## src/rtl/regfile_wb_scoreboard_if.sv

```systemverilog
// Bus between the writeback stage, decode/issue, and the register file scoreboard.
// The master side is WB plus decode; the register file is the slave.
interface regfile_wb_scoreboard_if #(
  parameter int DATA_W = 32
);
  logic [4:0]        WB_dest;
  logic [DATA_W-1:0] WB_value;
  logic              WB_WEenable;
  logic [4:0]        rs_addr;
  logic [4:0]        rt_addr;
  logic              rs_used;
  logic              rt_used;
  logic              issue_valid;
  logic              issue_we;
  logic [4:0]        issue_dest;
  logic [DATA_W-1:0] rs_data;
  logic [DATA_W-1:0] rt_data;
  logic              stall;
  logic              pend_any;

  modport master (
    output WB_dest, WB_value, WB_WEenable, rs_addr, rt_addr, rs_used, rt_used,
           issue_valid, issue_we, issue_dest,
    input  rs_data, rt_data, stall, pend_any
  );

  modport slave (
    input  WB_dest, WB_value, WB_WEenable, rs_addr, rt_addr, rs_used, rt_used,
           issue_valid, issue_we, issue_dest,
    output rs_data, rt_data, stall, pend_any
  );
endinterface

```

## src/rtl/regfile_wb_scoreboard.sv

```systemverilog
// 32-entry register file with per-register pending-write scoreboard and RAW stall.
// Define REGFILE_BYPASS_EN for WB write-through on reads and same-cycle hazard release.

// One pending-write counter; holds at zero on a WB with nothing outstanding.
module regfile_wb_pend_cnt #(
  parameter int PEND_W = 2
) (
  input  logic              clock,
  input  logic              reset_n,
  input  logic              inc,
  input  logic              dec,
  output logic [PEND_W-1:0] cnt,
  output logic [PEND_W-1:0] cnt_nxt
);
  always_comb begin
    cnt_nxt = cnt;
    if (inc && !dec)                    cnt_nxt = cnt + PEND_W'(1);
    else if (dec && !inc && cnt != '0)  cnt_nxt = cnt - PEND_W'(1);
  end

  always_ff @(posedge clock) begin
    if (!reset_n) cnt <= '0;
    else          cnt <= cnt_nxt;
  end
endmodule

module regfile_wb_scoreboard #(
  parameter int DATA_W = 32,
  parameter int PEND_W = 2
) (
  input logic                   clock,
  input logic                   reset_n,
  regfile_wb_scoreboard_if.slave bus
);
  localparam logic [PEND_W-1:0] PEND_MAX = '1;

  logic [DATA_W-1:0] regs     [32];
  logic [PEND_W-1:0] pend     [32];
  logic [PEND_W-1:0] pend_nxt [32];
  logic [31:0]       wb_hit, busy, inc;
  logic              sat, fire, pend_any_nxt, pend_any_q;

  always_comb begin
    wb_hit = '0;
    busy   = '0;
    for (int r = 1; r < 32; r++) begin
      wb_hit[r] = bus.WB_WEenable && (bus.WB_dest == 5'(r));
`ifdef REGFILE_BYPASS_EN
      // A WB with nothing pending must not make the register look busy.
      busy[r]   = pend[r] > PEND_W'(wb_hit[r]);
`else
      busy[r]   = pend[r] != '0;
`endif
    end
  end

  always_comb begin
    sat = bus.issue_we && (bus.issue_dest != '0) &&
          (pend[bus.issue_dest] == PEND_MAX) && !wb_hit[bus.issue_dest];
    bus.stall = bus.issue_valid && ((bus.rs_used && busy[bus.rs_addr]) ||
                                    (bus.rt_used && busy[bus.rt_addr]) || sat);
    fire = bus.issue_valid && !bus.stall && bus.issue_we && (bus.issue_dest != '0);
  end

  always_comb begin
    inc          = '0;
    pend_any_nxt = 1'b0;
    for (int r = 1; r < 32; r++) inc[r] = fire && (bus.issue_dest == 5'(r));
    for (int r = 0; r < 32; r++) pend_any_nxt = pend_any_nxt || (pend_nxt[r] != '0);
  end

  for (genvar r = 0; r < 32; r++) begin : g_pend
    regfile_wb_pend_cnt #(.PEND_W(PEND_W)) u_cnt (
      .clock   (clock),
      .reset_n (reset_n),
      .inc     (inc[r]),
      .dec     (wb_hit[r]),
      .cnt     (pend[r]),
      .cnt_nxt (pend_nxt[r])
    );
  end

  always_comb begin
    bus.rs_data = (bus.rs_addr == '0) ? '0 : regs[bus.rs_addr];
    bus.rt_data = (bus.rt_addr == '0) ? '0 : regs[bus.rt_addr];
`ifdef REGFILE_BYPASS_EN
    if (wb_hit[bus.rs_addr]) bus.rs_data = bus.WB_value;
    if (wb_hit[bus.rt_addr]) bus.rt_data = bus.WB_value;
`endif
  end

  always_ff @(posedge clock) begin
    if (!reset_n) begin
      for (int r = 0; r < 32; r++) regs[r] <= '0;
      pend_any_q <= 1'b0;
    end else begin
      if (bus.WB_WEenable && bus.WB_dest != '0) regs[bus.WB_dest] <= bus.WB_value;
      pend_any_q <= pend_any_nxt;
    end
  end

  assign bus.pend_any = pend_any_q;
endmodule

```

## src/flat_wrapper.sv

```systemverilog
// flat-port wrapper written by rule: the top's interface ports become plain ports
module regfile_wb_scoreboard_flat 
#(
  parameter int DATA_W = 32,
  parameter int PEND_W = 2
)
  (clock, reset_n, bus_WB_dest, bus_WB_value, bus_WB_WEenable, bus_rs_addr, bus_rt_addr, bus_rs_used, bus_rt_used, bus_issue_valid, bus_issue_we, bus_issue_dest, bus_rs_data, bus_rt_data, bus_stall, bus_pend_any);
  regfile_wb_scoreboard_if #(.DATA_W(DATA_W)) bus_i ();
  input logic clock;
  input logic reset_n;
  input wire logic [$bits(bus_i.WB_dest)-1:0] bus_WB_dest;
  input wire logic [$bits(bus_i.WB_value)-1:0] bus_WB_value;
  input wire logic [$bits(bus_i.WB_WEenable)-1:0] bus_WB_WEenable;
  input wire logic [$bits(bus_i.rs_addr)-1:0] bus_rs_addr;
  input wire logic [$bits(bus_i.rt_addr)-1:0] bus_rt_addr;
  input wire logic [$bits(bus_i.rs_used)-1:0] bus_rs_used;
  input wire logic [$bits(bus_i.rt_used)-1:0] bus_rt_used;
  input wire logic [$bits(bus_i.issue_valid)-1:0] bus_issue_valid;
  input wire logic [$bits(bus_i.issue_we)-1:0] bus_issue_we;
  input wire logic [$bits(bus_i.issue_dest)-1:0] bus_issue_dest;
  output wire logic [$bits(bus_i.rs_data)-1:0] bus_rs_data;
  output wire logic [$bits(bus_i.rt_data)-1:0] bus_rt_data;
  output wire logic [$bits(bus_i.stall)-1:0] bus_stall;
  output wire logic [$bits(bus_i.pend_any)-1:0] bus_pend_any;
  assign bus_i.WB_dest = bus_WB_dest;
  assign bus_i.WB_value = bus_WB_value;
  assign bus_i.WB_WEenable = bus_WB_WEenable;
  assign bus_i.rs_addr = bus_rs_addr;
  assign bus_i.rt_addr = bus_rt_addr;
  assign bus_i.rs_used = bus_rs_used;
  assign bus_i.rt_used = bus_rt_used;
  assign bus_i.issue_valid = bus_issue_valid;
  assign bus_i.issue_we = bus_issue_we;
  assign bus_i.issue_dest = bus_issue_dest;
  assign bus_rs_data = bus_i.rs_data;
  assign bus_rt_data = bus_i.rt_data;
  assign bus_stall = bus_i.stall;
  assign bus_pend_any = bus_i.pend_any;
  regfile_wb_scoreboard #(.DATA_W(DATA_W), .PEND_W(PEND_W)) u_core (.clock(clock), .reset_n(reset_n), .bus(bus_i));
endmodule
```

## config.mk

```make
export PLATFORM = sky130hd
export DESIGN_NAME = regfile_wb_scoreboard_flat
export DESIGN_NICKNAME = d
export VERILOG_FILES = /design/src/rtl/regfile_wb_scoreboard_if.sv /design/src/rtl/regfile_wb_scoreboard.sv /design/src/flat_wrapper.sv
export SDC_FILE = /design/constraint.sdc
export NUM_CORES = 2
export LEC_CHECK = 0
export CORE_AREA = 2 2 469 471
export CTS_CLUSTER_SIZE = 25
export DETAILED_ROUTE_END_ITERATION = 16
export DIE_AREA = 0 0 471 473
export GPL_ROUTABILITY_DRIVEN = 1
export HOLD_SLACK_MARGIN = 0.02
export PLACE_DENSITY_LB_ADDON = 0.15
export SLEW_MARGIN = 0
export SYNTH_ARGS = -nofsm -noshare
export SYNTH_HDL_FRONTEND = slang
export SYNTH_HIERARCHICAL = 1
export SYNTH_SLANG_ARGS = --single-unit
```

## constraint.sdc

```tcl
create_clock -name clock -period 5.6 [get_ports clock]
set_input_delay 1.12 -clock clock [delete_from_list [all_inputs] [get_ports clock]]
set_output_delay 1.12 -clock clock [all_outputs]
set_load 0.01 [all_outputs]
```

==> flow_summary.yaml <==
final_layout:
  layout-drive-gt1-share_pct: 28.29
  area_growth_pct: 17.67
  nets: 4337
  final_cell_mix: "edfxtp_1, and2_1, mux4_2"
  post_layout_nonfiller_instances: 7244
  layout_commonest_cell: "edfxtp_1"
sta:
  holdWs_ns: 0.6000
  period_needed_ns: 5.223
  clock_skew_ns: 0.02142
  hold_viol_final: 0
  relSlewSlack_pct: 15.66
  rsz0062_at_grt: "false"
  fmax_mhz: 191.5
  setup_viol: 0
  report.final.slew_viol_count: 0
  tightest_slew_ns: 1.261
  post-route-period-util_pct: 93.26
  finalSetupTns_ns: 0
clock_network:
  cts-root-buf: "clkbuf_16"
  clockBufferDepth: 3
  clock_latency_ns: 0.78
  postCtsResizedCells: 0
  htree_levels: 4
  cts_buffers: 134
  clkTransAtPathRegs_ns: 0.05
  cts_setup_buffers: 0
  cts.sinks: 1089
  cts_tree: "yes"
  cts_hold_buf: 0
synth:
  synth-seq-cells: 1089
  yosysWarnings: 6
  syn-cell-area_sq_um: 60720
  synth-async-reset-ratio_pct: 0
  synth_edf_count: 1024
  yosysSeqAreaShare_pct: 52.78
  synthFlopType: "edfxtp_1"
  syn_avg_cell_area_sq_um: 14.76
  yosys.cell_types.count: 51
  synth_cells: 4113
global_routing:
  antenna_found_initial: 36
  grt_pass1_wl_um: 329000
  first_global_vias: 39070
  grt_overflow: 0
  grt_start_max_net_pins: 57
  track_usage_pct: 21.32
min_path:
  hold_depth: 2
  hold_class: "reg2reg"
worst_setup_path:
  crit_required_ns: 4.48
  crit_type: "in2out"
  rrSetupSlack_ns: 1.11
  cp-start-kind: "input pin"
  end_kind: "output pin"
  cp_common_cell: "clkdlybuf4s50_1"
  endpoint: "bus_rs_data[26]"
  r2r-start: "u_core/g_pend[4].u_cnt/cnt[0]$_SDFF_PN0_"
  crit_start: "bus_rs_addr[3]"
  worst-path-max-fanout: 19
  worstPathCellList: "clkdlybuf4s50_1 -> inv_6 -> buf_4 -> mux4_2 -> mux2i_1 -> nor2_1 -> clkdlybuf4s50_1"
  cp_slowest_cell: "clkdlybuf4s50_1"
  arrival_ns: 4.10
  cpPeakStageDelay_ns: 0.65
  reg2reg_depth: 16
  r2r_end: "u_core/bus.pend_any$_SDFF_PN0_"
placed_design:
  placed_cells: 6981
  numPortBuffers: 124
  gp_congestion: 0.8103
  dpl.hpwl_um: 141700
die:
  fp.dieH_um: 473
  die-area_sq_um: 222800
  row_count: 172
  die_w_um: 471
  coreArea_sq_um: 218200
  io_pins: 125
  initial_core_util_pct: 27.83
power_and_ir_drop:
  ir_worst_vdd_uv: 302.4
  total_power_w: 0.02153
  p_per_area_nw_per_um2: 301.3
  p_leak_nw: 23.66
detailed_routing:
  drt-total-wl_um: 239100
  first_pass_iters: 5
  vias_per_cell: 5.297
  routedWlPerCell_um: 33.00
  ant_nets: 0
  drc: 0
  vias: 38370
  drt_iter0_markers: 4100
status:
  outcome: "finished clean"
job:
  maxCapViolCount: 0
## worst min-delay path by stage
stage / start / to
floorplan: u_core/g_pend[0].u_cnt/cnt[0]$_SDFF_PN0_ / u_core/g_pend[0].u_cnt/cnt[0]$_SDFF_PN0_
global placement: u_core/g_pend[0].u_cnt/cnt[0]$_SDFF_PN0_ / u_core/g_pend[0].u_cnt/cnt[0]$_SDFF_PN0_
detailed placement: u_core/g_pend[0].u_cnt/cnt[0]$_SDFF_PN0_ / u_core/g_pend[0].u_cnt/cnt[0]$_SDFF_PN0_
CTS: u_core/g_pend[0].u_cnt/cnt[0]$_SDFF_PN0_ / u_core/g_pend[0].u_cnt/cnt[0]$_SDFF_PN0_
global route: u_core/g_pend[15].u_cnt/cnt[0]$_SDFF_PN0_ / u_core/g_pend[15].u_cnt/cnt[0]$_SDFF_PN0_
finish: u_core/g_pend[0].u_cnt/cnt[0]$_SDFF_PN0_ / u_core/g_pend[0].u_cnt/cnt[0]$_SDFF_PN0_
## per-stage QoR
stage          setup WS (ns)  area [sq um]  util, %
2_1_floorplan         0.7068         60860        -
3_3_place_gp        -0.02595         67180    30.78
3_5_place_dp        0.008778         67180    30.78
4_1_cts               0.3396         71360    32.70
5_1_grt               0.2609         71360    32.70
6_report              0.3773         71450    32.74
## layer usage
layer,vias up,share of wire (%),track usage (%)
met1,20500,43,28.95
met2,1464,48,34.84
met4,6,2.7,6.119
met3,321,6.5,3.796
li1,16080,-,-
met5,-,0.018,0
## logic make-up after synthesis
logic type / share of synthesized area [%]
flip-flops: 52.78
AO/OA/AOI/OAI: 3.334
multiplexers: 25.03
AND/OR/NAND/NOR: 14.92
XOR/XNOR: 0.05769
adder cells (fa/ha/maj): 0.6594
other: 0.006176
buffers and inverters: 3.208
## cell type report
type                            instances  area (sq um)
Inverter                              103         394.1
Tap cell                             2871          3592
Timing Repair Buffer                  350          3677
Clock buffer                          168          3522
Antenna cell                           36         90.09
Fill cell                           21110        146800
Multi-Input combinational cell       2568         27460
Clock inverter                         59         661.9
Sequential cell                      1089         32050
## critical path: cells and delay by family
kind | cells | cell delay [ns]
AND/OR/NAND/NOR | 1 | 0.08
multiplexers | 2 | 1.00
buffers and inverters | 4 | 1.88
## cell usage after synthesis, types with 4 or more instances
cell      instances  area (sq um)
mux4_2          646         14550
o211ai_1         19         142.6
a211oi_2         64         800.8
nand3b_1          9         67.56
mux2i_1          65         650.6
clkbuf_1        304          1141
and2_1          994          6218
nand2_1          36         135.1
nor3_1           99         495.5
o21a_1           32         240.2
buf_1            17         63.81
ha_1             32         400.4
nand2b_1         33         206.5
inv_1           102         382.9
buf_2            66         330.3
xnor2_1           4         35.03
a21oi_1          50         250.2
nor2b_1          40         250.2
a21o_1           33         247.7
nand4_1          11         68.82
dfxtp_1          65          1301
nand3_1          33         165.2
edfxtp_1       1024         30750
o21ai_0          41         205.2
nor4_1           38         237.7
nor3b_2          32         400.4
a211oi_1          4         30.03
nor2_1          189         709.4
## state kept, by name, indices dropped and copies added, names as in the netlist
name and flops:
u_core/regs 1024, u_core/bus.pend_any 1, u_core/g_pend.u_cnt/cnt 64
## power by group
part	total (W)	switching [W]	internal [W]
logic	0.00334	0.00184	0.00150
clock network	0.00856	0.00367	0.00489
registers	0.00963	0.000261	0.00937
total	0.0215	0.00578	0.0158
Power figures use the tool's default switching activity.
